**src/rtl/packet_receiver.sv**
```systemverilog
// UART packet receiver: parses SYNC/Dest/Src/Length headers and emits one
// registered stream beat per payload byte, aborting on length 0 or idle timeout.
package Structures;
    typedef struct packed {
        logic       Valid;
        logic [7:0] Source;
        logic [7:0] Destination;
        logic [7:0] Length;
        logic       SoP;
        logic       EoP;
        logic [7:0] Data;
    } UART_PACKET;
endpackage

module packet_receiver
    import Structures::*;
#(
    parameter logic [7:0]  SYNC_BYTE = 8'h55,
    parameter int unsigned TIMEOUT   = 50000
) (
    input  logic       ipClk,
    input  logic       ipReset,
    input  logic [7:0] ipRxData,
    input  logic       ipRxValid,
    output UART_PACKET opRxStream,
    output logic       opError
);
    localparam int GW = $clog2(TIMEOUT + 1);

    typedef enum logic [2:0] {IDLE, GET_DEST, GET_SRC, GET_LENGTH, GET_DATA} state_t;

    state_t        r_state, w_state_next;
    logic [GW-1:0] r_gap;
    logic [7:0]    r_cnt, r_dest, r_src, r_len;
    logic          r_first;
    logic          w_timeout, w_beat, w_error;

    assign w_timeout = (r_state != IDLE) && (r_gap == GW'(TIMEOUT));

    // A strobe always wins over a coincident timeout.
    always_comb begin
        w_state_next = r_state;
        w_beat       = 1'b0;
        w_error      = 1'b0;
        if (ipRxValid) begin
            unique case (r_state)
                IDLE:       if (ipRxData == SYNC_BYTE) w_state_next = GET_DEST;
                GET_DEST:   w_state_next = GET_SRC;
                GET_SRC:    w_state_next = GET_LENGTH;
                GET_LENGTH: begin
                    if (ipRxData == 8'd0) begin
                        w_state_next = IDLE;
                        w_error      = 1'b1;
                    end else begin
                        w_state_next = GET_DATA;
                    end
                end
                GET_DATA: begin
                    w_beat = 1'b1;
                    if (r_cnt <= 8'd1) w_state_next = IDLE;
                end
                default:    w_state_next = IDLE;
            endcase
        end else if (w_timeout) begin
            w_state_next = IDLE;
            w_error      = 1'b1;
        end
    end

    always_ff @(posedge ipClk) begin
        if (ipReset) begin
            r_state    <= IDLE;
            r_gap      <= '0;
            r_cnt      <= '0;
            r_dest     <= '0;
            r_src      <= '0;
            r_len      <= '0;
            r_first    <= 1'b0;
            opRxStream <= '0;
            opError    <= 1'b0;
        end else begin
            r_state          <= w_state_next;
            opError          <= w_error;
            opRxStream.Valid <= w_beat;
            opRxStream.SoP   <= w_beat && r_first;
            opRxStream.EoP   <= w_beat && (r_cnt == 8'd1);

            if (ipRxValid || r_state == IDLE || w_timeout) r_gap <= '0;
            else                                           r_gap <= r_gap + GW'(1);

            if (ipRxValid) begin
                unique case (r_state)
                    GET_DEST:   r_dest <= ipRxData;
                    GET_SRC:    r_src  <= ipRxData;
                    GET_LENGTH: begin
                        r_len   <= ipRxData;
                        r_cnt   <= ipRxData;
                        r_first <= 1'b1;
                    end
                    GET_DATA: begin
                        // Saturating decrement: the counter never wraps below zero.
                        if (r_cnt != 8'd0) r_cnt <= r_cnt - 8'd1;
                        r_first                <= 1'b0;
                        opRxStream.Data        <= ipRxData;
                        opRxStream.Source      <= r_src;
                        opRxStream.Destination <= r_dest;
                        opRxStream.Length      <= r_len;
                    end
                    default: ;
                endcase
            end
        end
    end
endmodule
```
**config.mk**
```make
export PLATFORM = sky130hd
export DESIGN_NAME = packet_receiver
export DESIGN_NICKNAME = d
export VERILOG_FILES = /design/src/rtl/packet_receiver.sv
export SDC_FILE = /design/constraint.sdc
export NUM_CORES = 1
export LEC_CHECK = 0
export ABC_CLOCK_PERIOD_IN_PS = 2600
export CAP_MARGIN = 5
export CORE_UTILIZATION = 54
export DETAILED_ROUTE_END_ITERATION = 16
export PLACE_DENSITY = 0.82
export SKIP_CTS_REPAIR_TIMING = 1
export SLEW_MARGIN = 20
export SYNTH_ARGS = -nofsm -noshare
export SYNTH_HDL_FRONTEND = slang
export SYNTH_SLANG_ARGS = --single-unit
```
**constraint.sdc**
```tcl
create_clock -name ipClk -period 2.6 [get_ports ipClk]
set_clock_uncertainty 0.1 [all_clocks]
set_input_delay 0.26 -clock ipClk [delete_from_list [all_inputs] [get_ports ipClk]]
set_output_delay 0.26 -clock ipClk [all_outputs]
set_load 0.005 [all_outputs]
```
# After elaboration in Yosys (flattened, before gate mapping)
# Index checks and enable logic that the tools add are counted.
[totals]
ff_bits = 88
input_bits = 11
out_inout_bits = 36
[op_classes]
mux = 15
n_eq_ne = 10
n_addsub = 2
reduce_logical = 19
order_cmp = 1
[ops]
columns = ["operator", "count"]
rows = [
  ["$add 16x1->16 const B", 1],
  ["$eq 16x16->1 const B", 1],
  ["$pmux 8 s2", 1],
  ["$mux 3", 5],
  ["$pmux 3 s5", 1],
  ["$reduce_and 2->1", 5],
  ["$eq 8x1->1 const B", 1],
  ["$eq 8x7->1 const B", 1],
  ["$le 8x1->1 const B", 1],
  ["$logic_not 8->1", 1],
  ["$mux 8", 1],
  ["$reduce_bool 8->1", 1],
  ["$sub 8x1->8 const B", 1],
  ["$eq 3x2->1 const B", 2],
  ["$mux 1", 6],
  ["$ne 3x3->1 const B", 2],
  ["$reduce_and 3->1", 2],
  ["$reduce_bool 2->1", 2],
  ["$eq 3x1->1 const B", 1],
  ["$eq 3x3->1 const B", 1],
  ["$logic_and 1x1->1", 3],
  ["$logic_not 3->1", 1],
  ["$reduce_bool 3->1", 1],
  ["$logic_or 1x1->1", 2],
  ["other kinds (3)", 3],
]

# Logic depth before layout (Yosys ltp)
[logic_depth]
ltp_word = 4
depth_mapped = 7

# Worst setup path after synthesis
# Ideal clock, no wire load.
[synth_path]
kind = "register to register"
start = "reg r_gap[10]"
end = "reg r_state[1]"
path_stages_with_launch = 6
slack_ps = 750
t_arrival_ps = 1634
path_cell_list = "dfxtp_1 or4_1 nor4_2 a31oi_2 nand2b_1 a31o_1"
[synth_between]
elab_chain_cells = 4
[synth_rtl]
columns = ["item", "line", "source"]
rows = [
  ["from (decl)", "33", "logic [GW-1:0] r_gap;"],
  ["from (signal assigned)", "89", "else r_gap <= r_gap + GW'(1);"],
  ["$eq 16x16->1", "38", "assign w_timeout = (r_state != IDLE) && (r_gap == GW'(TIMEOUT));"],
  ["$logic_and 1x1->1", "38", ""],
  ["$reduce_bool 2->1 (no source line)", "-", ""],
  ["$reduce_and 3->1 (no source line)", "-", ""],
  ["to (signal assigned)", "82", "r_state <= w_state_next;"],
  ["to (decl)", "32", "state_t r_state, w_state_next;"],
]
# No other way between the ends.
# A chain may end at the register's enable or synchronous reset.

# Worst setup path in the final report
[layout_path]
start = "reg r_cnt[2]"
end = "reg r_state[1]"
[layout_between]
elab_chain_cells = 3
[layout_rtl]
columns = ["item", "line", "source"]
rows = [
  ["from (decl)", "34", "logic [7:0] r_cnt, r_dest, r_src, r_len;"],
  ["from (signal assigned)", "97", "r_cnt <= ipRxData;"],
  ["from (signal assigned)", "102", "if (r_cnt != 8'd0) r_cnt <= r_cnt - 8'd1;"],
  ["$le 8x1->1", "60", "if (r_cnt <= 8'd1) w_state_next = IDLE;"],
  ["$ne 3x3->1 (no source line)", "-", ""],
  ["$reduce_and 3->1 (no source line)", "-", ""],
]
# No other way between the ends.

==> metrics.csv <==
stage;metric;value;unit
worst_hold_path;worstHoldPathCells;2;
drt;via_count;3199;
pwr;peakVddDrop;0.363;mV
pwr;seqPwrFrac;58.4;%
drt;routed-wl-met3;338;microns
worst_setup_path;crit_path_max_fanout;6;
yosys;synth-edff-count;0;
drt;firstDrtPassIters;5;
sta;finalSetupViolations;0;
pwr;p_sw;0.590;mW
yosys;syn-instance-count;444;
worst_setup_path;worstSetupStartpointType;flop;
finish;register_area;1760;sq um
pwr;p_comb_share;4.9;%
yosys;synth_area;3560;sq um
drt;drc_errors;0;
floorplanning;rows;29;
place;dp_slack;289;ps
floorplanning;fp.dieArea;6920;sq um
flow_run;maxCapViolCount;0;
worst_hold_path;min_to;r_state[2]$_SDFFE_PP0P_;
finish;layout-drive-gt1-share;7.11;%
sta;worst_slew_pin_slew;780;ps
yosys;yosys.area.top_type;dfxtp_1;
global_route;antenna_found_initial;0;
yosys;syn_avg_cell_area;8.01;sq um
worst_hold_path;hp-class;primary input to flop;
yosys;async_reset_ff_share;0;%
floorplanning;ios;47;
worst_setup_path;arrival;2240;ps
pwr;p_per_area;551;nW/um^2
pwr;swShare;25.1;%
sta;fmax;481;MHz
floorplanning;die_w;83.2;microns
drt;wl_met2;3.92;mm
cts;root_buffer;clkbuf_8;
worst_setup_path;rr_startpoint;r_cnt[2]$_SDFFE_PP0P_;
drt;viasPerCell;5.62;
drt;detail-route-antenna-nets;0;
place;place_hpwl;5.66;mm
yosys;ys_top_cells_by_count;nand2_1, dfxtp_1, a21oi_1, nor2_1, clkbuf_1;
worst_hold_path;hold_start;ipReset;
drt;drt-total-wl;8.09;mm
worst_setup_path;critPathSlowestCell;nor4_1;
place;placed_cell_area;4090;sq um
cts;cts_tree;done;
worst_setup_path;reg2reg_slack;520;ps
global_route;grt_max_degree;35;
cts;clk_path_buf_depth;2;
worst_setup_path;worstSetupEndpointType;flop;
place;gp_congestion;0.886;
worst_setup_path;max_stage_delay;710;ps
finish;area_growth;20.0;%
worst_setup_path;critPathKind;flop to flop;
place;port_buffers;46;
yosys;synth_cell_type_count;46;
sta;timing.final.ws_setup;519;ps
global_route;grt_pass1_wl;13.7;mm
global_route;grt_use_total;24.7;%
sta;slew_headroom;47.5;%
global_route;grt_pass1_vias;2963;
yosys;synth_area_leaders;dfxtp_1, nand2_1, a21oi_1;
cts;cts_num_sinks;88;
yosys;ys_warn_count;0;
drt;topRoutingLayerUsed;met4;
yosys;synth_ff_type;dfxtp_1;
worst_setup_path;path_cells;nor4_1, a31oi_1, a31oi_1, nand2b_1, a31o_1;
worst_setup_path;r2r_cells;5;
finish;nFillCells;517;
yosys;seq_area_frac_synth;49.5;%
cts;cts_htree_levels;3;
yosys;yosysMostFrequentCell;nand2_1;
cts;cts.clk_slew.worst_paths;90;ps
status;run_status;finished clean;
worst_setup_path;cp.required;2760;ps
finish;layout.nets;503;
finish;antenna_cells;0;
sta;slew_violations;0;
floorplanning;coreArea;6350;sq um
sta;fin_crit;2080;ps
worst_setup_path;r2r_end;r_state[1]$_SDFFE_PP0P_;
sta;rsz0062_at_grt;false;
cts;cts_made_buffers;9;
worst_setup_path;cp_common_cell;a31oi_1;
finish;final_area;4270;sq um
drt;drt_iter0_drc;198;
pwr;clkPwrFrac;36.7;%
yosys;synth_seq_cells;88;
drt;wl_per_cell;14.2;microns
cts;clk_latency;360;ps
floorplanning;die-height;83.2;microns
pwr;p_int;1.76;mW
floorplanning;initial_utilization;56.0;%
global_route;overflow;0;
sta;fin_crit_sh;80.0;%
finish;multi_input_area;1670;sq um
yosys;synth_top_area_share;49.5;%
drt;met1Wirelength;3.61;mm
sta;fin_tns_setup;0;ps
yosys;synth_nets;460;
sta;hold_violations;0;
pwr;leakage;1.39;nW
## state kept, by name, indices dropped and copies added, names as in the netlist
register    cells
r_dest          8
r_src           8
r_cnt           8
opRxStream     35
opError         1
r_len           8
r_gap          16
r_first         1
r_state         3
## metrics by stage
stage	hold WS [ps]	total power, mW	cells	util (%)
finish	242	2.35	569	67.2
global route	251	2.45	569	67.2
CTS	236	2.36	569	67.2
detailed placement	345	1.52	553	64.4
global placement	338	1.52	553	64.4
floorplan	296	1.47	444	-
## worst max path at each step
stage | startpoint | to | cells past startpoint
after floorplan | r_gap[10]$_SDFF_PP0_ | r_state[1]$_SDFFE_PP0P_ | 5
after global placement | ipRxData[1] | r_state[1]$_SDFFE_PP0P_ | 6
final | r_cnt[2]$_SDFFE_PP0P_ | r_state[1]$_SDFFE_PP0P_ | 5
after CTS | r_cnt[2]$_SDFFE_PP0P_ | r_state[1]$_SDFFE_PP0P_ | 5
after detailed placement | ipRxData[1] | r_state[1]$_SDFFE_PP0P_ | 6
after global routing | r_cnt[2]$_SDFFE_PP0P_ | r_state[1]$_SDFFE_PP0P_ | 5
## worst max-delay path, delay by kind of cell (launching register included)
family / cells / cell delay [ps]
DFF: 1 / 370
and+or+nand+nor: 2 / 790
AOI/OAI and AO/OA: 3 / 720
## cells by family after synthesis
group	share of synthesized area [%]
buf+inv	3.52
compound gates	14.8
simple gates	27.0
fa+ha+maj	1.76
xor+xnor	3.45
flops	49.5
## layout by cell type, fill, tap and decap left out, types with 5 or more instances in the layout
cell and instances:
a21oi_1 67, and3_1 5, buf_4 10, clkbuf_8 9
clkdlybuf4s50_1 45, dfxtp_1 88, ha_1 5, inv_1 8
nand2_1 128, nand3_1 11, nand4_1 5, nor2_1 29
nor3_1 6, o21ai_0 5, xnor2_1 6, xor2_1 8
## metal layers
metal | vias to the layer above | GRT usage [%]
li1 | 1574 | -
met1 | 1503 | 30.8
met2 | 105 | 41.6
met3 | 17 | 3.98
met4 | 0 | 12.2
met5 | - | 0
## power by group through the flow
stage / clock network [mW] / logic [mW] / registers [mW]
5_1_grt: 0.943 / 0.128 / 1.38
6_report: 0.862 / 0.116 / 1.37
2_1_floorplan: 0 / 0.0723 / 1.40
3_3_place_gp: 0 / 0.114 / 1.40
3_5_place_dp: 0 / 0.116 / 1.40
4_1_cts: 0.875 / 0.116 / 1.37
## final cells by class
cell class	count	share of cell area, %
repair buffers	56	12.4
inverters	8	0.703
clock buffers	10	2.99
clock inverters	6	1.20
well taps	77	2.26
multi-input cells	324	39.2
flip-flops and latches	88	41.3
No activity file was read; power rests on OpenSTA's default activity.
